File: src/rtl/add_pkg.sv
// Shared types and default sizing for the operand feeder and its FIFO.
// Sequencer states IDLE/ISSUE/WAIT/HOLD plus the wait-counter width helper.
package add_pkg;

  localparam int DEF_W       = 8;
  localparam int DEF_DEPTH   = 4;
  localparam int DEF_ADD_LAT = 9;

  typedef enum logic [1:0] {
    IDLE  = 2'd0,
    ISSUE = 2'd1,
    WAIT  = 2'd2,
    HOLD  = 2'd3
  } state_t;

  // Counter must hold ADD_LAT-1; keep at least one bit when ADD_LAT is 1.
  function automatic int cnt_width(input int lat);
    return (lat < 2) ? 1 : $clog2(lat);
  endfunction

endpackage

File: src/rtl/add_fifo.sv
// Generic FIFO: DEPTH entries of W bits, registered pointers, combinational head read.
// Latency: one cycle push-to-visible; backpressure via full, push while full is dropped.
// Pop while empty is ignored; simultaneous push and pop both take effect.
module add_fifo #(
  parameter int W     = 8,
  parameter int DEPTH = 4
) (
  input  logic         clk,
  input  logic         rst,
  input  logic         push,
  input  logic [W-1:0] push_dat,
  input  logic         pop,
  output logic [W-1:0] pop_dat,
  output logic         full,
  output logic         empty
);

  localparam int AW = $clog2(DEPTH);

  // One extra pointer bit distinguishes full from empty; wraps modulo 2*DEPTH.
  logic [AW:0]  wr_ptr;
  logic [AW:0]  rd_ptr;
  logic [W-1:0] mem [DEPTH];
  logic         do_push;
  logic         do_pop;

  assign empty   = (wr_ptr == rd_ptr);
  assign full    = (wr_ptr[AW] != rd_ptr[AW]) && (wr_ptr[AW-1:0] == rd_ptr[AW-1:0]);
  assign do_push = push && !full;
  assign do_pop  = pop && !empty;
  assign pop_dat = mem[rd_ptr[AW-1:0]];

  always_ff @(posedge clk or negedge rst) begin
    if (!rst) begin
      wr_ptr <= '0;
      rd_ptr <= '0;
    end else begin
      if (do_push) wr_ptr <= wr_ptr + 1'b1;
      if (do_pop)  rd_ptr <= rd_ptr + 1'b1;
    end
  end

  always_ff @(posedge clk) begin
    if (do_push) mem[wr_ptr[AW-1:0]] <= push_dat;
  end

endmodule

File: src/rtl/add_feeder.sv
// Feeds buffered operand pairs to a multicycle serial adder; ADD_FEEDER_CHECK_EN adds res_err.
// Latency: add_en 2 cycles after push, result ADD_LAT cycles after add_en, ADD_LAT+3 per pair.
// Backpressure: in_ready low when the FIFO is full; the result is held until res_ready.
module add_feeder
  import add_pkg::*;
#(
  parameter int W       = DEF_W,
  parameter int DEPTH   = DEF_DEPTH,
  parameter int ADD_LAT = DEF_ADD_LAT
) (
  input  logic         clk,
  input  logic         rst,
  input  logic         in_valid,
  output logic         in_ready,
  input  logic [W-1:0] in_a,
  input  logic [W-1:0] in_b,
  output logic         add_en,
  output logic [W-1:0] add_a,
  output logic [W-1:0] add_b,
  input  logic [W-1:0] add_sum,
  output logic         res_valid,
  input  logic         res_ready,
  output logic [W-1:0] res_sum,
`ifdef ADD_FEEDER_CHECK_EN
  output logic         res_err,
`endif
  output logic         busy
);

  localparam int CW = cnt_width(ADD_LAT);
  localparam int PW = 2 * W;

  state_t          state;
  state_t          state_nxt;
  logic [CW-1:0]   cnt;
  logic            cnt_zero;
  logic            fifo_full;
  logic            fifo_empty;
  logic            fifo_push;
  logic            pop;
  logic            cnt_load;
  logic            capture;
  logic            res_done;
  logic [PW-1:0]   head_dat;

  assign in_ready  = !fifo_full;
  assign fifo_push = in_valid && in_ready;
  assign cnt_zero  = (cnt == '0);

  add_fifo #(
    .W     (PW),
    .DEPTH (DEPTH)
  ) u_fifo (
    .clk      (clk),
    .rst      (rst),
    .push     (fifo_push),
    .push_dat ({in_a, in_b}),
    .pop      (pop),
    .pop_dat  (head_dat),
    .full     (fifo_full),
    .empty    (fifo_empty)
  );

  always_ff @(posedge clk or negedge rst) begin
    if (!rst) state <= IDLE;
    else      state <= state_nxt;
  end

  always_comb begin
    state_nxt = state;
    case (state)
      IDLE:    if (!fifo_empty) state_nxt = ISSUE;
      ISSUE:   state_nxt = WAIT;
      WAIT:    if (cnt_zero) state_nxt = HOLD;
      HOLD:    if (res_ready) state_nxt = IDLE;
      default: state_nxt = IDLE;
    endcase
  end

  always_comb begin
    pop      = 1'b0;
    add_en   = 1'b0;
    cnt_load = 1'b0;
    capture  = 1'b0;
    res_done = 1'b0;
    busy     = (state != IDLE);
    case (state)
      IDLE:    pop = !fifo_empty;
      ISSUE: begin
        add_en   = 1'b1;
        cnt_load = 1'b1;
      end
      WAIT:    capture = cnt_zero;
      HOLD:    res_done = res_ready;
      default: ;
    endcase
  end

  // Operands only move on a pop so they stay stable for the whole add.
  always_ff @(posedge clk or negedge rst) begin
    if (!rst) begin
      add_a <= '0;
      add_b <= '0;
    end else if (pop) begin
      add_a <= head_dat[PW-1:W];
      add_b <= head_dat[W-1:0];
    end
  end

  always_ff @(posedge clk or negedge rst) begin
    if (!rst)               cnt <= '0;
    else if (cnt_load)      cnt <= CW'(ADD_LAT - 1);
    else if (state == WAIT && !cnt_zero) cnt <= cnt - 1'b1;
  end

  always_ff @(posedge clk or negedge rst) begin
    if (!rst) begin
      res_valid <= 1'b0;
      res_sum   <= '0;
    end else if (capture) begin
      res_valid <= 1'b1;
      res_sum   <= add_sum;
    end else if (res_done) begin
      res_valid <= 1'b0;
    end
  end

`ifdef ADD_FEEDER_CHECK_EN
  logic [W-1:0] ref_sum;
  assign ref_sum = add_a + add_b;

  always_ff @(posedge clk or negedge rst) begin
    if (!rst)          res_err <= 1'b0;
    else if (capture)  res_err <= (add_sum != ref_sum);
    else if (res_done) res_err <= 1'b0;
  end
`endif

endmodule

File: config.mk
export PLATFORM = sky130hd
export DESIGN_NAME = add_feeder
export DESIGN_NICKNAME = d
export VERILOG_FILES = /design/src/rtl/add_pkg.sv /design/src/rtl/add_fifo.sv /design/src/rtl/add_feeder.sv
export SDC_FILE = /design/constraint.sdc
export NUM_CORES = 1
export LEC_CHECK = 0
export BUFFER_PORTS_ARGS = -buffer_cell sky130_fd_sc_hd__buf_2
export CAP_MARGIN = 20
export CORE_UTILIZATION = 35
export DETAILED_ROUTE_END_ITERATION = 10
export GPL_ROUTABILITY_DRIVEN = 0
export SETUP_SLACK_MARGIN = 0.2
export SLEW_MARGIN = 40
export SYNTH_ARGS = -nofsm -noshare
export SYNTH_HDL_FRONTEND = slang
export SYNTH_SLANG_ARGS = --single-unit
File: constraint.sdc
create_clock -name clk -period 3.4 [get_ports clk]
set_input_delay 0.34 -clock clk [delete_from_list [all_inputs] [get_ports clk]]
set_output_delay 0.34 -clock clk [all_outputs]
set_load 0.005 [all_outputs]
==> metrics.txt, run 1 <==
ANT cells 0; Synth Cell Area 4080 um2; startpoint types register; H-tree level count 3; Main synth FF type edfxtp_1; grt ovf 0; CP arrival 2.29 ns; Slew headroom 67.0%; area share of the largest cell type after synthesis 47.1%; final setup fails 0; Worst-Margin Slew 0.495 ns; HP Class input pin to register; layout cells sized above 1 39.6%; Filler cells 1020; Post-synth EDFFs 64; DRT iter0 DRCs 108; Fmax 0.484 GHz; Placeable Area 11400 um2; placed cell count 404; CP max stage delay 0.57 ns; total wire length 6700 um; Distinct cells, synth 32; commonest cells in the netlist 64 x edfxtp_1, 37 x dfrtp_1, 18 x mux2_2; Initial DRT Pass Iterations 4; clock skew 0.00947 ns; DP Area 4530 um2; total chip power 4360 uW; vias in the first global route 1999; status finished clean; drt wl/cell 15.9 um; PD cells 902 nW/um2; register bit total from synthesis 101; HPWL Detailed 4290 um; Slew Viols, Final 0; PortBufs 55; Initial Util 35.9%; cells after synthesis 206; max-cap violation count 0; clk sinks 101; antenna violations before repair 0; Period minus WS final 2.07 ns; Seq. cell area 2850 um2; post-synth net total 245; top-count cell post-synth edfxtp_1; Die X 110 um; first-pass GRT wire length 10500 um; Synth area leader edfxtp_1; yosys warns 0; largest cells by area after synthesis edfxtp_1 47%, dfrtp_1 23%, mux4_1 9.0%, mux2_2 5.0%, ha_1 3.4%; Lkg Pwr 0.00196 uW; Max FO, Critical Path 19; Tcrit/Tclk final 60.8%; critical-path cell list xnor2_1 -> a31o_1 -> buf_4 -> mux2_2; syn avg cell area 19.8 um2; register area share after synthesis 69.8%; die height 110 um; DR DRC count 0; asr flop ratio synth 36.6%; maximum VDD drop 0.000347 V; Final Net Count 312; pin count of the biggest net entering global routing 38; CP Class register to register; footprint of the multi-input gates 1140 um2; gr usage total 12.2%; Routed Antenna Nets 0; post-CTS sizing 0; Clock Tree Root clkbuf_16; Num CTS Buffers 9; worst skew pair latency 0.34 ns; Vias/cell 4.67; Critical Path RT 3.62 ns; Clock Path Buffers 2; DIE AREA 12100 um2; RSZ-0062 raised after global routing no; final hold vios 0; Crit-path slowest cell dfrtp_2; I/O pin cnt 56; routed via count 1968; final instance area 4830 um2; # rows 39; Syn-to-layout area delta 18.4%; TNS Setup 0 ns; CP Capture Type register; fin cells 421; Clock transition at path regs 0.07 ns; TritonCTS clock tree built
-- path summary, 6_finish.rpt --
kind                                   from           endpoint  slack, ns  cells after the start
setup / recovery           u_fifo.rd_ptr[1]           add_a[3]       1.33                      4
hold / removal                      in_a[5]  u_fifo.mem[1][13]       0.21                      1
setup reg to reg           u_fifo.rd_ptr[1]           add_a[3]       1.33                      4
hold reg to reg                   res_valid          res_valid       0.47                      1
max in group asynchronous               rst   u_fifo.rd_ptr[1]       2.52                      2
min in group asynchronous               rst             cnt[2]       0.51                      2
-- critical path, delay by kind of cell, from the launching register on --
| family | cells | cell delay [ns] |
|---|---|---|
| flops | 1 | 0.57 |
| mux | 1 | 0.37 |
| compound gates | 1 | 0.35 |
| buf+inv | 1 | 0.33 |
| xor+xnor | 1 | 0.32 |
-- state kept, by name (all words and copies together) (netlist names) --
name,cells
u_fifo.mem,64
state,2
res_valid,1
cnt,4
add_b,8
res_sum,8
u_fifo.rd_ptr,3
u_fifo.wr_ptr,3
add_a,8
-- timing repair --
item                                   4_1_cts  5_1_grt
buffers inserted                             0        0
endpoints found under the hold margin       37        0
hold buffers                                 1        0
-- cell type report --
type / count / share of cell area, %
multi-input combinational: 90 / 23.5
timing repair buffer: 62 / 7.05
clock buffer: 9 / 4.66
inverter: 9 / 0.700
sequential: 101 / 59.0
tap: 143 / 3.71
clock inverter: 7 / 1.35
-- metal layers --
layer	track usage [%]	vias up	routed length (um)
li1	-	926	-
met1	14.0	987	2910
met2	21.6	49	3360
met3	3.85	6	331
met4	4.00	0	91
met5	0	-	0
-- cells by family after synthesis --
| family | Yosys count | synth area share, % |
|---|---|---|
| compound gates | 4 | 0.736 |
| xor+xnor | 10 | 2.33 |
| fa+ha+maj | 11 | 3.37 |
| buf+inv | 15 | 2.33 |
| flops | 101 | 69.8 |
| mux | 43 | 18.3 |
| simple gates | 22 | 3.10 |
-- power by group --
group | switching (uW) | internal [uW] | leakage, uW
combinational | 629 | 793 | 0.000788
sequential | 212 | 1730 | 0.00102
clock | 475 | 516 | 0.000146
total | 1310 | 3040 | 0.00196
-- cell usage in the layout, fill, tap and decap left out, types with 2 or more instances in the layout --
cell type,synthesis,routed
buf_4,2,6
xnor2_1,5,5
nor2_1,2,2
buf_2,0,54
mux4_2,2,2
edfxtp_1,64,64
inv_1,9,9
and3_1,4,4
nand3_1,3,3
clkbuf_16,0,9
mux2_2,18,18
mux2_4,8,8
nand2b_1,2,2
mux4_1,14,14
ha_1,11,11
xor2_1,4,4
nand2_1,4,4
clkinv_4,0,2
dfrtp_1,37,36
inv_8,0,3
-- stage by stage --
step / util (%) / hold WS (ns) / setup slack, ns
after floorplan: - / 0.0444 / 1.65
after global placement: 39.7 / 0.463 / 0.928
after detailed placement: 39.8 / 0.351 / 1.02
after CTS: 42.5 / 0.198 / 1.01
after global routing: 42.5 / 0.195 / 1.18
final: 42.5 / 0.211 / 1.33
(Power assumes the default switching activity.)
==> run 2, diff against run 1 <==
clock period = 1.84 ns   (was 3.4 ns; I/O delays follow)
==> metrics.txt, run 2 (synthesis gave the netlist of run 1 again) <==
placed cell count 408; ANT cells 0; RSZ-0062 raised after global routing yes; maximum VDD drop 0.00101 V; CP Class register to register; startpoint types register; Lkg Pwr 0.00207 uW; TNS Setup 0 ns; DR DRC count 2; layout cells sized above 1 47.1%; R2R Path End res_sum[6]; H-tree level count 3; pin count of the biggest net entering global routing 38; HP Class input pin to register; max FFs per register 64; Tcrit/Tclk final 91.8%; Syn-to-layout area delta 24.7%; hold path cells 1; Slew Viols, Final 0; PD cells 1700 nW/um2; Period minus WS final 1.69 ns; DIE AREA 12100 um2; die height 110 um; Reg2Reg Setup Slack 0.15 ns; Slew headroom 66.3%; Critical Path RT 2.06 ns; Vias/cell 4.72; worst hold path startpoint in_b[3]; vias in the first global route 2112; clk sinks 101; most frequent cells in the layout 64 x edfxtp_1, 55 x buf_2, 35 x dfrtp_1, 15 x mux2_4, 14 x mux4_1; final setup fails 0; # rows 39; worst reg2reg path depth 5; PortBufs 55; worst skew pair latency 0.34 ns; Final Net Count 325; Clock Tree Root clkbuf_16; DRT iter0 DRCs 76; Worst-Margin Slew 0.506 ns; grt ovf 0; Clock Path Buffers 2; drt wl/cell 16.6 um; Die X 110 um; routed via count 2049; final hold vios 0; antenna violations before repair 0; I/O pin cnt 56; status complete, but fails checks; gr usage total 13.1%; Max FO, Critical Path 5; max-cap violation count 0; failing checks design-rule violations; total chip power 8640 uW; most common cell after layout, fill and taps aside edfxtp_1; total wire length 7180 um; Routed Antenna Nets 0; Fmax 0.592 GHz; Clock transition at path regs 0.07 ns; Min-Delay Endpoint u_fifo.mem[0][3]; crit path launch cnt[0]; Num CTS Buffers 9; TritonCTS clock tree built; HPWL Detailed 4290 um; first-pass GRT wire length 11000 um; fin cells 434; Initial DRT Pass Iterations 7; Placeable Area 11400 um2; RR Startpoint cnt[0]; CP Capture Type register; Initial Util 35.9%; CP arrival 1.91 ns; clock skew 0.00651 ns; Util after Layout 44.7%
==> run 2: layout make-up <==
type                            count  area [um2]
Clock buffer                       10         229
Clock inverter                      6        55.1
Fill cell                         989        6280
Inverter                            9        33.8
Multi-Input combinational cell     91        1230
Sequential cell                   101        2850
Tap cell                          143         179
Timing Repair Buffer               74         513
==> run 2: critical path, stage by stage (launching register included) <==
cell	delay [ns]
dfrtp_1	0.39
inv_2	0.08
ha_4	0.12
or3b_4	0.43
nor2_4	0.22
mux2_4	0.32
==> run 2: metal layers <==
| layer | wire length [um] | global-route usage (%) | vias up |
|---|---|---|---|
| met5 | 0 | 0 | - |
| met4 | 101 | 5.43 | 0 |
| met3 | 369 | 4.45 | 7 |
| met2 | 3660 | 22.5 | 51 |
| met1 | 3050 | 14.7 | 1035 |
| li1 | - | - | 956 |
==> run 2: metrics by stage <==
stage / setup slack, ns / area [um2] / hold WS (ns)
detailed placement: 0.0706 / 4630 / 0.276
finish: 0.151 / 5090 / 0.0558
CTS: 0.157 / 4970 / 0.0397
floorplan: 0.193 / 4090 / -0.112
global placement: 0.124 / 4630 / 0.278
global route: 0.0958 / 5090 / 0.0460
==> run 2: worst max-delay path by stage <==
stage / to / slack (ns) / cells after the start
4_1_cts: res_sum[0] / 0.16 / 5
6_report: res_sum[6] / 0.15 / 5
2_1_floorplan: res_sum[0] / 0.19 / 5
5_1_grt: res_sum[6] / 0.1 / 5
3_3_place_gp: res_sum[6] / 0.12 / 5
3_5_place_dp: res_sum[6] / 0.07 / 5
==> run 2: repair_timing <==
action | CTS | global route
buffers inserted | 2 | 5
resized for setup | 8 | 13
hold endpoints to repair | 37 | 0
pin swaps | 1 | 2
setup endpoints to repair | 9 | 93
hold buffers | 1 | 0
gates cloned | 1 | 1
==> run 2: where the power goes <==
part	switching [uW]	internal [uW]	total (uW)
Clock	832	941	1770
Sequential	350	3210	3560
Combinational	1410	1900	3310
